==> config.mk <==
export PLATFORM = sky130hd
export DESIGN_NAME = boot_load_ctrl
export DESIGN_NICKNAME = d
export VERILOG_FILES = /design/src/rtl/boot_load_ctrl.sv
export SDC_FILE = /design/constraint.sdc
export NUM_CORES = 1
export LEC_CHECK = 0
export ABC_AREA = 1
export CORE_UTILIZATION = 49
export DETAILED_ROUTE_END_ITERATION = 10
export GPL_TIMING_DRIVEN = 0
export PLACE_DENSITY = 0.85
export SYNTH_ARGS = -nofsm -noshare
export SYNTH_HDL_FRONTEND = slang
export SYNTH_SLANG_ARGS = --single-unit
export TNS_END_PERCENT = 100
==> constraint.sdc <==
create_clock -name clock -period 4 [get_ports clock]
set_input_delay 0.4 -clock clock [delete_from_list [all_inputs] [get_ports clock]]
set_output_delay 0.4 -clock clock [all_outputs]
set_load 0.01 [all_outputs]
==> src/rtl/boot_load_ctrl.sv <==
// Hardware boot sequencer: once HD/IM/DM report ready, copies BOOT_WORDS words
// from HD into IM one at a time and holds the CPU until the copy completes.
module boot_load_ctrl #(
  parameter int ADDR_W     = 26,
  parameter int DATA_W     = 32,
  parameter int CNT_W      = 16,
  parameter int BOOT_WORDS = 500,
  parameter int HD_BASE    = 0,
  parameter int IM_BASE    = 0,
  parameter int TIMEOUT    = 255
) (
  input  logic              clock,
  input  logic              reset,
  input  logic              start,
  input  logic              hd_ready,
  input  logic              im_ready,
  input  logic              dm_ready,
  output logic              hd_rd,
  output logic [ADDR_W-1:0] hd_addr,
  input  logic              hd_valid,
  input  logic [DATA_W-1:0] hd_data,
  output logic              im_we,
  output logic [ADDR_W-1:0] im_addr,
  output logic [DATA_W-1:0] im_data,
  output logic              cpu_hold,
  output logic              busy,
  output logic              done,
  output logic              error,
  output logic [CNT_W-1:0]  words_loaded
);

  typedef enum logic [2:0] {
    st_idle, st_check, st_req, st_wait, st_write, st_done, st_error
  } state_t;

  localparam logic [CNT_W-1:0]  LAST_IDX = CNT_W'(BOOT_WORDS - 1);
  localparam logic [7:0]        TMO_MAX  = 8'(TIMEOUT);
  localparam logic [ADDR_W-1:0] HD_B     = ADDR_W'(HD_BASE);
  localparam logic [ADDR_W-1:0] IM_B     = ADDR_W'(IM_BASE);

  state_t           state, state_nx;
  logic [CNT_W-1:0] idx, idx_nx;
  logic [7:0]       tmo;
  logic             all_rdy, tmo_hit, last;

  assign all_rdy = hd_ready & im_ready & dm_ready;
  assign tmo_hit = (tmo == TMO_MAX);
  assign last    = (idx == LAST_IDX);

  always_comb begin
    state_nx = state;
    idx_nx   = idx;
    hd_rd    = 1'b0;
    im_we    = 1'b0;
    unique case (state)
      st_idle, st_done, st_error: begin
        if (start) begin
          state_nx = st_check;
          idx_nx   = '0;
        end
      end
      st_check: begin
        if (all_rdy)      state_nx = st_req;
        else if (tmo_hit) state_nx = st_error;
      end
      st_req: begin
        hd_rd    = 1'b1;
        state_nx = st_wait;
      end
      st_wait: begin
        if (hd_valid)     state_nx = st_write;
        else if (tmo_hit) state_nx = st_error;
      end
      st_write: begin
        if (im_ready) begin
          im_we    = 1'b1;
          idx_nx   = idx + 1'b1;
          state_nx = last ? st_done : st_req;
        end else if (tmo_hit) begin
          state_nx = st_error;
        end
      end
      default: state_nx = st_idle;
    endcase
  end

  // tmo restarts on every state change, so each waiting state gets a full budget
  always_ff @(posedge clock or negedge reset) begin
    if (!reset) begin
      state   <= st_idle;
      idx     <= '0;
      tmo     <= '0;
      hd_addr <= '0;
      im_addr <= '0;
      im_data <= '0;
    end else begin
      state <= state_nx;
      idx   <= idx_nx;
      if (state_nx != state)
        tmo <= '0;
      else if (state == st_check || state == st_wait || state == st_write)
        tmo <= tmo + 8'd1;
      if (state_nx == st_req)
        hd_addr <= HD_B + ADDR_W'(idx_nx);
      if (state == st_wait && hd_valid) begin
        im_data <= hd_data;
        im_addr <= IM_B + ADDR_W'(idx);
      end
    end
  end

  assign busy         = (state == st_check) || (state == st_req) ||
                        (state == st_wait)  || (state == st_write);
  assign done         = (state == st_done);
  assign error        = (state == st_error);
  assign cpu_hold     = (state != st_done);
  assign words_loaded = idx;

endmodule

==> summary by stage <==
Drt
The remaining number of nets flagged by the antenna check after routing is 0. In this run, the number of DRC markers left after iteration 0 of detailed routing was about 400. The number of search-and-repair iterations in the first detailed-routing pass is 5.

In the routed layout, each cell is associated on average with a via count of between 5 and 6. The average routed wire per standard cell is about 14 um. In the routed design, unresolved DRC markers number 0. The final routed wirelength across all metal layers is 10700 um. The routed layout has about 3.8k vias.

Cells and area
The post-layout instance area is ~6000 um^2. The fraction of layout instances using a drive strength above 1 is between 10 and 15%. The signed area change from the synthesized netlist to the final layout is 39.9%. The number of nets in the layout is between 600 and 700.

The final cell count without fillers is 737. 0 antenna diodes ended up in the layout.

Synth
The average instance in the mapped netlist occupies just over 9 um^2. The largest area contributor in the synthesized netlist is dfrtp_1. For this run, the register share of the synthesized area comes to between 50% and 60%. Ranked by total cell area, the synthesized netlist is headed by dfrtp_1 53%, nand2_1 12%, mux2_2 9.2%, buf_4 3.9%, o21ai_0 3.8%. The area of the mapped netlist is 4270 um^2.

The number of synthesis warnings is 0. The share of the synthesized area in the top cell type is around 53%. The number of distinct library cells after synthesis is 27. In this run, synthesis produced a sequential element count of ~90. Synthesis handed over a netlist of around 470 instances.

Die
The die covers 9090 um^2. Once the floorplan was initialized, standard cells occupied between 50% and 60% of the core. In this run the core area contains 33 standard-cell rows. The core box area is 8340 um^2. From left edge to right edge, the die measures roughly 95 um. The boundary pin count is 145. Measured along the y axis, the die boundary spans 95.4 um.

Setup path
The signal on the critical path passes through nor2_1 > nand2_1 > clkbuf_1 > nor2_1 > clkdlybuf4s50_1. The startpoint-to-endpoint class of the critical path is register to primary output. The critical path buffer and inverter count is 2. The kind of cell with the highest combined delay on the critical path is buffers and inverters. The endpoint kind of the worst setup timing path is a primary output. The critical path starts at state[1].

By instance count, the cell type seen most on the critical path is nor2_1. Data arrives at the worst endpoint at 2.26 ns. The cell type of the slowest stage on the worst timing path is clkdlybuf4s50_1. The critical register-to-register path startpoint is words_loaded[1]. STA puts the critical path data required time at around 3.6 ns. The critical-path maximum fanout is 10. The worst setup path is launched from a register. The biggest cell delay along the critical path is about 0.60 ns.

Global route
Global routing used between 20% and 30% of the available tracks. The first global-routing pass estimated approximately 17000 um of wire. The number of global-route vias before repair is between 3k and 4k. Summed over all layers, the global routing overflow is 0. The initial antenna violation count is 0. Entering global routing, the biggest net connects slightly below 70 pins.

Clock tree
The number of sinks handled by clock tree synthesis is 91. After clock tree synthesis, the clock-pin slew on the worst setup and hold paths is ~0.08 ns. The clock buffer count from CTS is 9. TritonCTS built the clock tree. The clock root buffer is clkbuf_8.

In this run, post-CTS repair resized a total of 0 instances. The H-tree generated during clock tree synthesis spans 3 levels. The number of buffers on the longest clock path is 2. The number of setup buffers added after CTS is 0. The source-to-sink clock delay at the later pin of the worst-skew pair is roughly 0.36 ns.

Timing
The clock period could shrink to ~2.7 ns. Setup repair after global routing left no endpoint under its margin. The final number of setup-violating endpoints is 0. The worst path uses between 60% and 70% of the clock period. The number of hold violations in the final report is 0.

The max-slew violation count is 0. The achievable clock frequency is 376 MHz. For the final database, setup skew stands at roughly 0.0094 ns.

Placement
The global placement routability congestion is a little under 1. Buffers placed on the I/O ports in this run total ~120. The post-placement cell count is about 700. The half-perimeter wire length after detailed placement is a little over 8000 um.

After detailed placement, the total cell area comes to between 5000 and 6000 um^2.

Power
In this run the power density over the cells is 602 nW/um^2. The worst supply voltage drop on vdd is between 300 and 400 uV. The overall power after layout is around 0.0036 W. Summed over all cells, the static leakage comes to approximately 2.8 nW.

Worst hold path
The tightest min-delay check is of the primary input to async pin type.

Outcome
The run finished with clean final reports.

Flow run
Max-cap violations in this run came to 0.
Yosys cell counts:
cell	n
nand3_2	5
clkbuf_1	4
nand4_1	6
ha_1	2
xnor2_1	2
buf_4	22
nand2_2	1
nor2_1	34
dfrtp_1	91
inv_1	34
o31ai_1	2
o21ai_1	5
nor3b_1	1
nand2_1	135
o22ai_1	1
mux2_2	35
inv_2	5
buf_2	6
nand3_1	27
a31oi_1	2
o21ai_0	32
a21oi_1	7
nor3_1	2
xor2_1	4
nor2_2	3
conb_1	1
clkinv_1	2
area by class of cell:
| type | count | area (um^2) |
|---|---|---|
| fillers | 612 | 2360 |
| repair buffers | 126 | 1280 |
| clock inverters | 5 | 85.1 |
| clock buffers | 11 | 141 |
| flip-flops and latches | 91 | 2280 |
| plain buffers | 32 | 210 |
| inverters | 41 | 154 |
| multi-input cells | 326 | 1700 |
| well taps | 105 | 131 |
flip-flops by register name, indices dropped and copies added (netlist names):
name          cells
state             3
hd_addr          16
words_loaded     16
im_data          32
tmo               8
im_addr          16
routing by layer:
metal	share of wire [%]	track usage [%]	wire length, um
met3	7.2	5.18	763
met2	50	37.9	5290
met5	0	0	0
met4	2.9	12.6	305
met1	40	32.1	4300
power by group:
part | total, W | switching [W] | internal (W)
registers | 0.00135 | 0.000166 | 0.00118
logic | 0.00156 | 0.000757 | 0.000800
clock network | 0.000692 | 0.000319 | 0.000372
cells by family (layout without fill, tap and decap cells):
group                      count (synthesis)  count (layout)  synth area share (%)
other                                      1              20                0.0878
xor gates and xnor gates                   6               6                  1.23
DFF                                       91              91                  53.3
AOI/OAI and AO/OA                         49              49                  5.95
buffers and inverters                     73             215                  8.53
and+or+nand+nor                          214             214                  21.1
muxes                                     35              35                  9.23
adders and majority gates                  2               2                 0.586
cells in the final DEF (no fill, tap or decap), types with 2 or more instances in the layout:
master and n:
nand2_1 135, clkdlybuf4s50_1 123, dfrtp_1 91, mux2_2 35, inv_1 34, nor2_1 34, o21ai_0 32, nand3_1 27
buf_4 23, conb_1 20, clkbuf_8 10, a21oi_1 7, buf_2 6, nand4_1 6, inv_2 5, o21ai_1 5
nand3_2 5, clkbuf_1 5, xor2_1 4, nor2_2 3, clkinv_1 2, nor3_1 2, o31ai_1 2, a31oi_1 2
xnor2_1 2, ha_1 2, bufinv_16 2
worst reg2reg max path: stages, from the launching register on:
cell and delay, ns:
dfrtp_1 0.48, ha_1 0.19, nand2_1 0.10, inv_1 0.11, nand2_1 0.06, nor2_1 0.12, nand3_1 0.18, nand3_2 0.17
clkinv_1 0.07, nand2_1 0.07, nor2_2 0.05, buf_4 0.17, nand2_1 0.07, nand2_1 0.06
through the flow:
stage / hold WS, ns / setup TNS, ns / util [%] / worst slack, ns
after global routing: 0.506 / 0 / 71.6 / 1.23
final: 0.470 / 0 / 71.6 / 1.34
after detailed placement: 0.327 / 0 / 68.8 / 1.65
after floorplan: 0.104 / 0 / - / 2.27
after global placement: 0.465 / -53.24 / 68.5 / -0.592
after CTS: 0.482 / 0 / 71.6 / 1.38
what timing repair did:
| item | 4_1_cts | 5_1_grt |
|---|---|---|
| hold buffers | 1 | 0 |
| hold endpoints to repair | 24 | 0 |
| endpoints found under the setup margin | 0 | 0 |
path summary, 6_finish.rpt:
kind / end / slack [ns] / cells past startpoint
max reg2reg: hd_addr[6] / 1.99 / 13
min in group clock: hd_addr[12] / 0.49 / 2
min reg2reg: hd_addr[12] / 0.49 / 2
max: im_we / 1.34 / 5
max in group asynchronous: words_loaded[8] / 2.91 / 3
min: im_data[7] / 0.47 / 2
(Power assumes the default switching activity.)
